[src/rtl/uart_pkg.sv]
// Shared arbiter types and the round-robin search used by the RX arbiter.
package uart_pkg;

    typedef enum logic {
        ST_IDLE  = 1'b0,
        ST_GRANT = 1'b1
    } arb_state_t;

    localparam int RR_MAX_CH = 8;

    // Returns {found, index}: first set bit of req searching upward from last+1, wrapping at num_ch.
    // Descending loop so the closest candidate is the final assignment.
    function automatic logic [3:0] rr_search(input logic [RR_MAX_CH-1:0] req,
                                             input logic [2:0]           last,
                                             input int                   num_ch);
        logic [3:0] res;
        int         idx;
        res = '0;
        idx = 0;
        for (int k = RR_MAX_CH; k >= 1; k--) begin
            if (k <= num_ch) begin
                idx = (int'(last) + k) % num_ch;
                if (req[idx[2:0]]) begin
                    res = {1'b1, idx[2:0]};
                end
            end
        end
        return res;
    endfunction

endpackage

[src/rtl/rx_arbiter_rr_pick.sv]
// Combinational round-robin selector: one-hot grant plus index, searching upward from last_gnt+1.
module rr_pick
    import uart_pkg::*;
#(
    parameter int NUM_CH = 4,
    parameter int CH_W   = $clog2(NUM_CH)
) (
    input  logic [NUM_CH-1:0] req_mask,
    input  logic [CH_W-1:0]   last_gnt,
    output logic [NUM_CH-1:0] gnt_oh,
    output logic [CH_W-1:0]   gnt_idx
);

    logic [RR_MAX_CH-1:0] req_ext;
    logic [3:0]           res;

    always_comb begin
        req_ext                = '0;
        req_ext[NUM_CH-1:0]    = req_mask;
        res                    = rr_search(req_ext, 3'(last_gnt), NUM_CH);
        gnt_idx                = CH_W'(res[2:0]);
        gnt_oh                 = res[3] ? (NUM_CH'(1) << res[2:0]) : '0;
    end

endmodule

[src/rtl/rx_arbiter.sv]
// Round-robin arbiter merging NUM_CH RX byte streams into one consumer, bursts of up to MAX_BURST.
// state | meaning:  ST_IDLE | no grant, choosing next channel   ST_GRANT | gnt owns the consumer path
module rx_arbiter
    import uart_pkg::*;
#(
    parameter int NUM_CH     = 4,
    parameter int DATA_WIDTH = 8,
    parameter int MAX_BURST  = 4,
    parameter int CH_W       = $clog2(NUM_CH)
) (
    input  logic                         clk,
    input  logic                         rst,
    input  logic [NUM_CH-1:0]            ch_en,
    input  logic [NUM_CH-1:0]            req_valid,
    input  logic [NUM_CH*DATA_WIDTH-1:0] req_data,
    output logic [NUM_CH-1:0]            req_ready,
    output logic                         out_valid,
    output logic [DATA_WIDTH-1:0]        out_data,
    output logic [CH_W-1:0]              out_ch,
    output logic                         out_last,
    input  logic                         out_ready,
    output logic                         busy
);

    localparam int BW = $clog2(MAX_BURST + 1);

    arb_state_t        state, state_nxt;
    logic [CH_W-1:0]   gnt, gnt_nxt;
    logic [CH_W-1:0]   last_gnt, last_gnt_nxt;
    logic [BW-1:0]     burst_cnt, burst_cnt_nxt;
    logic [NUM_CH-1:0] pick_oh;
    logic [CH_W-1:0]   pick_idx;
    logic              xfer;

    rr_pick #(
        .NUM_CH (NUM_CH),
        .CH_W   (CH_W)
    ) u_rr_pick (
        .req_mask (req_valid & ch_en),
        .last_gnt (last_gnt),
        .gnt_oh   (pick_oh),
        .gnt_idx  (pick_idx)
    );

    always_ff @(posedge clk or posedge rst) begin
        if (rst) begin
            state     <= ST_IDLE;
            gnt       <= '0;
            burst_cnt <= '0;
            last_gnt  <= CH_W'(NUM_CH - 1);
        end else begin
            state     <= state_nxt;
            gnt       <= gnt_nxt;
            burst_cnt <= burst_cnt_nxt;
            last_gnt  <= last_gnt_nxt;
        end
    end

    // Grant decision is taken from registered state only; data path in GRANT is purely combinational.
    always_comb begin
        state_nxt     = state;
        gnt_nxt       = gnt;
        last_gnt_nxt  = last_gnt;
        burst_cnt_nxt = burst_cnt;
        out_valid     = 1'b0;
        out_data      = '0;
        out_ch        = '0;
        out_last      = 1'b0;
        busy          = 1'b0;
        req_ready     = '0;
        xfer          = 1'b0;

        case (state)
            ST_IDLE: begin
                if (|pick_oh) begin
                    gnt_nxt       = pick_idx;
                    burst_cnt_nxt = '0;
                    state_nxt     = ST_GRANT;
                end
            end
            ST_GRANT: begin
                busy           = 1'b1;
                out_valid      = req_valid[gnt];
                out_data       = req_data[int'(gnt)*DATA_WIDTH +: DATA_WIDTH];
                out_ch         = gnt;
                req_ready[gnt] = out_ready;
                out_last       = out_valid && (burst_cnt == BW'(MAX_BURST - 1));
                xfer           = out_valid && out_ready;
                // ch_en is not consulted here so an enable drop never cuts an accepted burst short.
                if (!req_valid[gnt] || (xfer && out_last)) begin
                    state_nxt    = ST_IDLE;
                    last_gnt_nxt = gnt;
                end else if (xfer) begin
                    burst_cnt_nxt = burst_cnt + 1'b1;
                end
            end
            default: begin
                state_nxt = ST_IDLE;
            end
        endcase
    end

endmodule

[config.mk]
export PLATFORM = sky130hd
export DESIGN_NAME = rx_arbiter
export DESIGN_NICKNAME = d
export VERILOG_FILES = /design/src/rtl/uart_pkg.sv /design/src/rtl/rx_arbiter_rr_pick.sv /design/src/rtl/rx_arbiter.sv
export SDC_FILE = /design/constraint.sdc
export NUM_CORES = 1
export LEC_CHECK = 0
export CAP_MARGIN = 25
export CORE_MARGIN = 2
export CORE_UTILIZATION = 35
export CTS_BUF_LIST = sky130_fd_sc_hd__clkbuf_2
export CTS_CLUSTER_SIZE = 16
export DETAILED_ROUTE_END_ITERATION = 7
export GPL_TIMING_DRIVEN = 0
export PLACE_DENSITY = 0.85
export SLEW_MARGIN = 5
export SYNTH_ARGS = -nofsm -noshare
export SYNTH_HDL_FRONTEND = slang
export SYNTH_HIERARCHICAL = 1
export SYNTH_SLANG_ARGS = --single-unit
[constraint.sdc]
create_clock -name clk -period 2 [get_ports clk]
set_input_delay 0.6 -clock clk [delete_from_list [all_inputs] [get_ports clk]]
set_output_delay 0.6 -clock clk [all_outputs]
set_load 0.1 [all_outputs]
==> results.py <==
metrics = {
    "placed_design": {
        "dp.cells": 201,
        "gp_congestion": 0.7961,
        "dp.final_hpwl_mm": 2.561,
        "port_buffers": 59,
    },
    "cts": {
        "clock_path_buffers": 2,
        "cts_tree": "done",
        "root_buffer": "clkbuf_2",
        "clkSlewWorstSetupHoldPaths_ns": 0.07,
        "clk_latency_ns": 0.24,
        "hold_buffers": 0,
        "htree_levels": 1,
        "cts_buffers": 3,
        "clock_sinks": 8,
    },
    "worst_hold_path": {
        "hold-path-endpoint": "burst_cnt[0]$_DFFE_PP0P_",
        "hold_class": "flip-flop to flip-flop",
        "min_from": "burst_cnt[0]$_DFFE_PP0P_",
        "hold_depth": 1,
    },
    "worst_setup_path": {
        "worstReg2RegEnd": "gnt[1]$_DFFE_PP0P_",
        "required_ns": 1.40,
        "critical_path.max_stage_delay_ns": 0.50,
        "r2r_slack_ns": 0.06,
        "crit_family": "multiplexers",
        "path_class": "flip-flop to output pin",
        "startpoint_type": "flip-flop",
        "cp_cell_sequence": "buf_6, buf_4, mux4_2, and2_4, buf_12",
        "reg2reg_depth": 6,
        "path_max_fanout": 4,
        "crit_path_end_kind": "output pin",
        "timing.critical_path.buf_inv": 3,
        "reg2reg_from": "last_gnt[1]$_DFFE_PP1P_",
        "crit_arrival_ns": 1.71,
        "worst_path_max_delay_cell": "mux4_2",
    },
    "global_route": {
        "grt_pass1_vias": 1326,
        "track_usage_pct": 25.15,
        "grt_pass1_wl_mm": 6.541,
        "grt-ovfl-total": 0,
        "grt_max_degree": 11,
        "grt_antenna_before_repair": 0,
    },
    "final_layout": {
        "most-common-layout-cells": "33 x dlygate4sd2_1, 21 x buf_4, 17 x buf_12, 14 x and2_4, 9 x mux4_2",
        "nFillCells": 154,
        "final_common_cell": "dlygate4sd2_1",
        "drive_gt1_share_pct": 57.58,
        "antennaDiodeCount": 0,
        "fin_util_pct": 78.86,
        "final_cell_count_no_fill": 229,
        "area_growth_pct": 110.7,
        "fin_nets": 244,
    },
    "sta": {
        "drv_slew": 0,
        "period_share_pct": 115.7,
        "layout_setup_ws_ns": -0.3139,
        "fmax_ghz": 0.4322,
        "whs_ns": 0.5256,
        "fin_crit_ns": 2.314,
        "finalSetupViolations": 11,
        "maxSlewHeadroom_pct": 63.84,
        "hold_violations": 0,
        "skew_ns": 0.0004957,
        "rsz0062_at_grt": "yes",
        "worstMarginPinSlew_ns": 0.5449,
    },
    "pwr": {
        "total_power_mw": 3.743,
        "power_density_mw_per_mm2": 1707,
        "vdd.ir_drop.worst_v": 0.002361,
        "leakage_nw": 1.013,
    },
    "routing": {
        "drcViolationCount": 0,
        "vias": 1303,
        "dr.pass1.iters": 4,
        "drt_iter0_drc": 61,
        "routed_wl_mm": 4.722,
        "wl_per_cell_um": 20.62,
        "drtAntennaViolNets": 0,
        "routed_via_density": 5.690,
    },
    "floorplanning": {
        "die_x_um": 58.54,
        "fp.coreArea_sq_mm": 0.002781,
        "die_h_um": 58.54,
        "num_io_pins": 60,
        "placementRows": 19,
        "die_area_sq_mm": 0.003426,
        "start_util_pct": 37.43,
    },
    "logic_synthesis": {
        "async_reset_ff_share_pct": 100.0,
        "ys_seq_area_share_pct": 19.47,
        "ys.warnings.count": 6,
        "synth_edf_count": 0,
        "synthesis.nets": 156,
        "avgSynthCellArea_sq_um": 9.378,
        "synth_cells": 111,
        "synth_cell_types": 39,
        "syn-cell-area_sq_mm": 0.001041,
        "synth-main-ff-cell": "dfrtp_1",
        "ys_ff_latch": 8,
    },
    "status": {
        "failed_checks": "setup timing",
        "status": "finished, violations left",
    },
    "job": {
        "drv_cap": 0,
    },
}
[metrics by stage]
stage                     cell area, sq um  setup TNS, ns  setup WS, ns
after global placement                1797         -22.65        -1.347
after global routing                  2193         -3.506       -0.3624
after detailed placement              1797         -23.43        -1.362
after CTS                             2130         -2.361       -0.2522
final                                 2193         -2.867       -0.3139
after floorplan                       1167         -1.120       -0.2897
[registers in the layout, summed over array words and instances, names as in the netlist]
register	cells
burst_cnt	3
gnt	2
state	1
last_gnt	2
[worst register-to-register path, stage by stage, from the launching register on]
cell and delay, ns:
dfstp_2 0.57, buf_6 0.15, a21oi_1 0.08, o211a_1 0.24
nor4_4 0.39, nor2_4 0.08, mux2_4 0.30
[how the worst max path moves through the flow]
stage               cells after the start      endpoint  slack, ns          startpoint
finish                                  5   out_data[3]      -0.31  gnt[0]$_DFFE_PP0P_
global route                            5   out_data[3]      -0.36  gnt[0]$_DFFE_PP0P_
CTS                                     5   out_data[5]      -0.25  gnt[0]$_DFFE_PP0P_
detailed placement                      4     out_valid      -1.36        req_valid[2]
global placement                        4     out_valid      -1.35        req_valid[3]
floorplan                               3  req_ready[0]      -0.29     state$_DFF_PP0_
[logic make-up after synthesis]
| logic type | share of synthesized area [%] |
|---|---|
| and+or+nand+nor | 20.43 |
| muxes | 29.57 |
| DFF | 19.47 |
| adders and majority gates | 2.403 |
| AOI/OAI and AO/OA | 17.55 |
| buffers and inverters | 10.58 |
[repair_timing]
| item | CTS | global route |
|---|---|---|
| cloned | 1 | 0 |
| pin swaps | 21 | 8 |
| gates resized for setup | 231 | 22 |
| endpoints found under the hold margin | 0 | 0 |
| setup endpoints to repair | 24 | 22 |
| buffers inserted | 17 | 10 |
[routing by layer]
layer / vias to the layer above / track usage, % / part of all wire, %
met2: 82 / 46.07 / 52
met4: 0 / 5.980 / 1.9
met5: - / 0 / 0
met1: 632 / 30.10 / 37
met3: 12 / 4.835 / 8.8
li1: 577 / - / -
[where the power goes]
part	internal [mW]	total [mW]	leakage, nW	switching, mW
combinational	1.46	3.28	0.901	1.82
sequential	0.254	0.351	0.0958	0.0969
clock	0.0532	0.109	0.0166	0.0556
total	1.77	3.74	1.01	1.98
[layout make-up]
| class | instances | area, sq um | share of cell area (%) |
|---|---|---|---|
| repair buffers | 87 | 913.4 | 41.64 |
| inverters | 9 | 41.29 | 1.882 |
| multi-input cells | 83 | 869.6 | 39.65 |
| flip-flops and latches | 8 | 207.7 | 9.469 |
| plain buffers | 7 | 102.6 | 4.678 |
| clock buffers | 4 | 20.02 | 0.9127 |
| well taps | 31 | 38.79 | 1.768 |
[cell usage after synthesis (2+ instances only)]
| cell type | instances | area, sq um |
|---|---|---|
| ha_1 | 2 | 25.02 |
| nor2_1 | 7 | 26.28 |
| buf_2 | 4 | 20.02 |
| nand2_1 | 4 | 15.01 |
| dfrtp_1 | 6 | 150.1 |
| a21oi_1 | 5 | 25.02 |
| nand2b_1 | 2 | 12.51 |
| and2_1 | 15 | 93.84 |
| buf_6 | 4 | 45.04 |
| nor3_1 | 2 | 10.01 |
| clkbuf_1 | 3 | 11.26 |
| nor2b_1 | 2 | 12.51 |
| o221ai_1 | 2 | 17.52 |
| mux2_2 | 5 | 56.30 |
| mux2i_1 | 3 | 30.03 |
| o21ai_0 | 4 | 20.02 |
| mux4_1 | 5 | 131.4 |
| o21ai_1 | 2 | 10.01 |
| mux4_2 | 4 | 90.09 |
| o21bai_1 | 2 | 15.01 |
| inv_1 | 9 | 33.78 |
| dfstp_2 | 2 | 52.55 |
Power figures use the tool's default switching activity.
